## src/rtl/markov_table_merge.sv

```systemverilog
// markov_table_merge: merges Markov transition lists A and B of {key,count} into an internal output table
//
// Ports:
//   clk, reset           clock (posedge) and synchronous active-high reset
//   start                1-cycle pulse, begins a merge when idle
//   a_len, b_len         list lengths, sampled on an accepted start
//   a_addr/a_data        list A sync-RAM read port (data valid 1 cycle after addr)
//   b_addr/b_data        list B sync-RAM read port (data valid 1 cycle after addr)
//   out_addr             output table readback index
//   out_key, out_cnt     combinational readback, 0 when out_addr >= out_len
//   out_len              valid entries in the output table
//   busy, done           merge in progress / 1-cycle completion pulse
//   overflow, sat        sticky drop and saturation flags, cleared on start
// Build option: define MARKOV_SAT_EN to saturate counts (otherwise counts wrap and sat stays 0).
module markov_table_merge #(
   parameter int KEY_W  = 16,
   parameter int CNT_W  = 8,
   parameter int DEPTH  = 64,
   parameter int ADDR_W = $clog2(DEPTH) + 1
) (
   input  logic                    clk,
   input  logic                    reset,
   input  logic                    start,
   input  logic [ADDR_W-1:0]       a_len,
   input  logic [ADDR_W-1:0]       b_len,
   output logic [ADDR_W-1:0]       a_addr,
   input  logic [KEY_W+CNT_W-1:0]  a_data,
   output logic [ADDR_W-1:0]       b_addr,
   input  logic [KEY_W+CNT_W-1:0]  b_data,
   input  logic [ADDR_W-1:0]       out_addr,
   output logic [KEY_W-1:0]        out_key,
   output logic [CNT_W-1:0]        out_cnt,
   output logic [ADDR_W-1:0]       out_len,
   output logic                    busy,
   output logic                    done,
   output logic                    overflow,
   output logic                    sat
);
   localparam int IW = $clog2(DEPTH);
   localparam logic [ADDR_W-1:0] LMAX = ADDR_W'(DEPTH);
   typedef enum logic [2:0] {IDLE, COPY_A, FETCH_B, SEARCH, INCREMENT, APPEND, FINISH} state_t;
   state_t            r_state;
   logic [ADDR_W-1:0] r_a_len, r_b_len, r_len, r_i, r_j, r_a_addr, r_b_addr;
   logic              r_ph, r_busy, r_done, r_ovf, r_sat;
   logic [KEY_W-1:0]  r_bkey;
   logic [CNT_W-1:0]  r_bcnt;
   logic [KEY_W-1:0]  r_key [DEPTH];
   logic [CNT_W-1:0]  r_cnt [DEPTH];
   logic              w_we, w_hit, w_last, w_sat;
   logic [ADDR_W-1:0] w_im1;
   logic [IW-1:0]     w_wa;
   logic [KEY_W-1:0]  w_wkey;
   logic [CNT_W-1:0]  w_wcnt, w_new;
`ifdef MARKOV_SAT_EN
   logic [CNT_W:0]    w_sum;
`endif
   assign a_addr   = r_a_addr;
   assign b_addr   = r_b_addr;
   assign out_len  = r_len;
   assign busy     = r_busy;
   assign done     = r_done;
   assign overflow = r_ovf;
   assign sat      = r_sat;
   assign out_key  = out_addr < r_len ? r_key[out_addr[IW-1:0]] : '0;
   assign out_cnt  = out_addr < r_len ? r_cnt[out_addr[IW-1:0]] : '0;
   always_comb begin
`ifdef MARKOV_SAT_EN
      w_sum  = {1'b0, r_cnt[r_i[IW-1:0]]} + {1'b0, r_bcnt};
      w_new  = w_sum[CNT_W] ? '1 : w_sum[CNT_W-1:0];
      w_sat  = w_sum[CNT_W];
`else
      w_new  = r_cnt[r_i[IW-1:0]] + r_bcnt;
      w_sat  = 1'b0;
`endif
      w_hit  = r_key[r_i[IW-1:0]] == r_bkey;
      w_last = r_i == r_len - 1'b1;
      w_im1  = r_i - 1'b1;
      // COPY_A writes the word fetched last cycle, hence index r_i-1
      w_we   = !reset && ((r_state == COPY_A && r_i != '0) || r_state == INCREMENT ||
                          (r_state == APPEND && r_len < LMAX));
      w_wa   = r_state == COPY_A ? w_im1[IW-1:0] : r_state == APPEND ? r_len[IW-1:0] : r_i[IW-1:0];
      w_wkey = r_state == COPY_A ? a_data[KEY_W+CNT_W-1:CNT_W] : r_bkey;
      w_wcnt = r_state == COPY_A ? a_data[CNT_W-1:0] : r_state == INCREMENT ? w_new : r_bcnt;
   end
   always_ff @(posedge clk) begin
      if (w_we) begin
         r_key[w_wa] <= w_wkey;
         r_cnt[w_wa] <= w_wcnt;
      end
   end
   always_ff @(posedge clk) begin
      if (reset) begin
         r_state  <= IDLE;
         r_len    <= '0;
         r_busy   <= 1'b0;
         r_done   <= 1'b0;
         r_ovf    <= 1'b0;
         r_sat    <= 1'b0;
         r_a_addr <= '0;
         r_b_addr <= '0;
      end else begin
         r_done <= 1'b0;
         case (r_state)
            IDLE: if (start) begin
               r_a_len  <= a_len > LMAX ? LMAX : a_len;
               r_b_len  <= b_len > LMAX ? LMAX : b_len;
               r_ovf    <= a_len > LMAX || b_len > LMAX;
               r_sat    <= 1'b0;
               r_len    <= '0;
               r_busy   <= 1'b1;
               r_i      <= '0;
               r_a_addr <= '0;
               r_state  <= COPY_A;
            end
            COPY_A: if (r_i == r_a_len) begin
               r_len    <= r_a_len;
               r_j      <= '0;
               r_ph     <= 1'b0;
               r_b_addr <= '0;
               r_state  <= FETCH_B;
            end else begin
               r_i      <= r_i + 1'b1;
               r_a_addr <= r_i + 1'b1;
            end
            // b_addr already holds j on entry, so phase 1 sees B[j] on b_data
            FETCH_B: if (r_j == r_b_len) begin
               r_done  <= 1'b1;
               r_state <= FINISH;
            end else if (!r_ph) begin
               r_ph <= 1'b1;
            end else begin
               r_ph    <= 1'b0;
               r_bkey  <= b_data[KEY_W+CNT_W-1:CNT_W];
               r_bcnt  <= b_data[CNT_W-1:0];
               r_i     <= '0;
               r_state <= r_len == '0 ? APPEND : SEARCH;
            end
            SEARCH: if (w_hit) begin
               r_state <= INCREMENT;
            end else if (w_last) begin
               r_state <= APPEND;
            end else begin
               r_i <= r_i + 1'b1;
            end
            INCREMENT: begin
               r_sat    <= r_sat | w_sat;
               r_j      <= r_j + 1'b1;
               r_b_addr <= r_j + 1'b1;
               r_state  <= FETCH_B;
            end
            APPEND: begin
               if (r_len < LMAX) r_len <= r_len + 1'b1;
               else r_ovf <= 1'b1;
               r_j      <= r_j + 1'b1;
               r_b_addr <= r_j + 1'b1;
               r_state  <= FETCH_B;
            end
            FINISH: begin
               r_busy  <= 1'b0;
               r_state <= IDLE;
            end
            default: r_state <= IDLE;
         endcase
      end
   end
endmodule

```

## config.mk

```make
export PLATFORM = sky130hd
export DESIGN_NAME = markov_table_merge
export DESIGN_NICKNAME = d
export VERILOG_FILES = /design/src/rtl/markov_table_merge.sv
export SDC_FILE = /design/constraint.sdc
export NUM_CORES = 2
export LEC_CHECK = 0
export CAP_MARGIN = 0
export CORE_AREA = 2 2 507 509
export CTS_CLUSTER_SIZE = 25
export DETAILED_ROUTE_END_ITERATION = 12
export DIE_AREA = 0 0 509 511
export GPL_ROUTABILITY_DRIVEN = 0
export SYNTH_ARGS = -nofsm -noshare
export SYNTH_HDL_FRONTEND = slang
export SYNTH_SLANG_ARGS = --single-unit
```

## constraint.sdc

```tcl
create_clock -name clk -period 13.71 [get_ports clk]
set_clock_uncertainty 0.2 [all_clocks]
set_input_delay 2.742 -clock clk [delete_from_list [all_inputs] [get_ports clk]]
set_output_delay 2.742 -clock clk [all_outputs]
set_load 0.01 [all_outputs]
```

# == Word-level counts from Yosys, hierarchy flattened ==
# Memory sizes are Yosys's and may differ from the RTL's. A register that Yosys moved wholly into a read port is not among the register bits.
# Cells that the tools add are included.
# word_totals
ff_bits,80
ramBits,1536
inputBits,72
out_inout_bits,49
elab_cells,122
mem_count,2
# mem_list
memory,depth,width,read_ports,rd_ports_with_merged_regs,write_ports,line_no,rtl
r_key,64,16,2,1,1,47,logic [KEY_W-1:0] r_key [DEPTH];
r_cnt,64,8,2,1,1,48,logic [CNT_W-1:0] r_cnt [DEPTH];
# classes
add_sub_neg,6
order_cmp,4
eq_ne,21
mux,42
bitwise_logic,3
reduce_logical,30
# op_table
operator,n
$mux W7,9
$mux W16,2
$pmux W7 S2,2
$pmux W7 S4,1
$mux W6,4
$mux W8,3
$add A7 B1 Y7 const B,3
$eq A7 B7 Y1,3
$mux W3,7
$pmux W7 S3,1
$eq A16 B16 Y1,1
$reduce_and A4 Y1,4
$pmux W3 S5,1
$gt A7 B7 Y1 const B,2
$ne A2 B2 Y1 const B,7
$reduce_and A3 Y1,4
$reduce_bool A2 Y1,5
$eq A3 B3 Y1 const B,3
$mux W1,9
$add A8 B8 Y8,1
$reduce_and A8 Y1,1
$logic_not A7 Y1,1
$lt A7 B7 Y1,1
$lt A7 B7 Y1 const B,1
other kinds (17),30

# == Logic depth before layout (Yosys ltp) ==
# logic_depth
word_depth,7
depth_mapped,23
depth_no_buf,15

# == Worst setup path before layout ==
# No wires, ideal clock.
# synth_timing
path_type,input to output
from,in out_addr[0]
to,out out_cnt[0]
arrival_ns,5.499
setup_slack_ns,5.269
cell_stages,7
path_buffers,3
path_cell_list,clkbuf_1 > buf_1 > buf_1 > mux4_2 > mux4_2 > mux4_2 > nor2b_1
# synth_between
elab_chain_cells,2
word_cells_on_any_way,3
# synth_lines
element,line_no,rtl
"start, declared",30,"input logic [ADDR_W-1:0] out_addr,"
$mem_v2 Z64 W8 / $lt A7 B7 Y1 (equally long branches),-,
$mux W8 *,65,assign out_cnt = out_addr < r_len ? r_cnt[out_addr[IW-1:0]] : '0;
"end, declared",32,"output logic [CNT_W-1:0] out_cnt,"
# Mark *: on every way between the ends. The rest lies on a longest branch, timed or not.

# == Final worst setup path ==
# layout_timing
from,in out_addr[1]
to,out out_cnt[6]
# Same word-level chain as after synthesis.

==> results.md <==
* Nets at 4003
* Cell family with most CP delay: buffers and inverters
* Least-Margin Pin Slew at 1.299 ns
* DRT iter0 DRCs at 6621
* H-tree depth at 4
* Final setup vio count at 0
* Die Height at 511 um
* Final Hold Fails at 0
* Met2 wire length at 116300 um
* WL final at 247400 um
* Vias in the first global route at 42809
* CP Data Required Time at 10.77 ns
* Post-synth top flop: edfxtp_1
* Netlist cell types at 69
* GRT Util Overall at 18.63%
* CTS tree: yes
* M1 WL at 95700 um
* RSZ-0062 raised after global routing: false
* Ys Warns at 0
* Via density at 5.816
* CP Class: input port to output port
* WHS at 0.2874 ns
* Top cells by area, synth: edfxtp_1 (63%), mux4_2 (26%), mux2i_1 (2.1%)
* Final TNS setup at 0 ns
* CORE AREA at 255300 sq um
* Synthesized cell area at 76140 sq um
* Mean post-synth cell area at 20.14 sq um
* Tmin final at 10.16 ns
* CTS sink count at 1622
* Worst setup EP type: output port
* Number of gates resized after cts at 0
* Max cap viols at 0
* Die area at 260100 sq um
* Hold WC Path Type: register to register
* Area delta synth->final at 14.62%
* Pwr Density at 137.4 nW/um^2
* Post-synth EDFFs at 1589
* CP max stage cell: buf_4
* DR pass1 iterations at 5
* Worst skew pair latency at 0.82 ns
* Status: finished, final reports clean
* Synth Register Bits at 1622
* Worst rel slew slack at 13.39%
* CTS max path bufs at 3
* Worst path arrival time at 7.22 ns
* Io pins at 121
* Root Buffer: clkbuf_16
* Area leader, netlist: edfxtp_1
* Most common cell after layout, fill and taps aside: edfxtp_1
* Drc violations at 0
* CTS Buf Count at 167
* Fill cells at 23656
* Final Core Density at 34.18%
* Pre-CTS setup slack at 3.506 ns
* Total congestion overflow at 0
* Vias at 43265
* Clock transition at path regs at 0.06 ns
* IO Port Bufs at 119
* Pwr Total at 11.99 mW
* Final period util at 74.09%
* Cts hold-fix bufs at 0
* Critical path cell sequence: buf_8 -> buf_4 -> buf_4 -> mux4_2 -> mux4_2 -> mux4_2 -> nor2b_1 -> clkdlybuf4s50_1
* Post-detail-place hpwl at 142800 um
* Syn_nets at 3872
* Largest net degree at the start of global routing at 114
* Ys async rst share at 0%
* Kind of start point of the critical path: input port
* Reg2reg setup slack at 6.76 ns
* Share of Yosys cell area claimed by the top area cell type at 62.67%
* DR top layer: met5
* Setup slack after layout at 3.553 ns
* Layout cell share with drive strength beyond 1 at 33.84%
* Seq/Total Area, Yosys at 63.54%
* Post-CTS Setup Inserts at 0
* Leading cell types in the layout, fill and taps excluded: edfxtp_1 (1589), mux4_2 (880), clkbuf_16 (172), mux2i_1 (158), buf_4 (124)
* Antenna-violating nets left at 0
* Std-Cell Rows at 186
* Wire per inst at 33.26 um
* Antenna violations before repair at 11
* Global-route wire length before repair at 342500 um
* Initial Util at 29.82%
* Die width at 509 um
* Critical Path Fanout Max at 70
* Post-Synthesis Cells at 3781
* Slew Viols, Final at 0
* CP max stage delay at 0.93 ns
* Largest vdd supply drop at 0.1190 mV
* FMAX at 98.45 MHz
* Cell mode on critical path: mux4_2
* Met3 WL post-DR at 24800 um
* Leakage at 26.37 nW
* Buf/Inv on CP at 4
where the power goes:
group          internal, mW  switching, mW
logic                 0.756           1.11
registers              5.55         0.0562
clock network          2.57           1.95
per-layer routing:
layer	GRT usage, %	up-vias
met5	0	-
met4	7.330	6
met3	4.099	460
met2	29.26	2652
met1	25.12	23540
li1	-	16607
layout make-up:
cell class	count	area, sq um	share of cell area (%)
clock inverters	91	839.6	0.9620
clock buffers	218	4487	5.141
diodes	3	7.507	0.008602
repair buffers	248	2227	2.552
multi-input cells	1845	26980	30.91
flip-flops and latches	1622	48390	55.45
well taps	3384	4234	4.852
inverters	28	107.6	0.1233
metrics by stage:
stage	area (sq um)	cells
floorplan	76140	3781
global placement	81940	7127
detailed placement	81940	7127
CTS	87260	7436
global route	87270	7438
finish	87270	7439
flip-flops by register name (all words and copies together), names as in the netlist, named ones only:
name      cells
r_bcnt        8
out_len       7
r_a_len       7
busy          1
overflow      1
r_key      1024
r_ph          1
done          1
r_b_len       7
r_i           7
r_bkey       16
r_j           7
a_addr        7
b_addr        7
r_state       3
r_cnt       512
kinds of logic after synthesis:
family,after synthesis,share of synthesized area (%)
AOI/OAI and AO/OA,265,2.381
adders and majority gates,19,0.3221
xor gates and xnor gates,61,0.7017
muxes,1070,28.58
buffers and inverters,314,1.831
and+or+nand+nor,429,2.642
other,1,0.004925
DFF,1622,63.54
worst paths after layout:
path	start	endpoint	cells past startpoint
setup reg to reg	register	r_i[4]	12
setup / recovery	out_addr[1]	out_cnt[6]	8
hold reg to reg	b_addr[0]	b_addr[0]	2
hold / removal	b_addr[0]	b_addr[0]	2
worst min-delay path, delay by kind of cell (launching register included):
| family | cells | cell delay (ns) |
|---|---|---|
| DFF | 1 | 0.32 |
| and+or+nand+nor | 1 | 0.07 |
| AOI/OAI and AO/OA | 1 | 0.06 |
synth_stat cells (33+ instances only):
master,count
o21ai_0,40
a21oi_1,59
dfxtp_1,33
clkbuf_1,147
nand2_1,105
mux2i_1,158
nor2b_1,51
mux4_2,880
buf_1,52
xor2_1,34
edfxtp_1,1589
a22oi_1,41
buf_2,61
nor2_1,153
(Power assumes the default switching activity.)
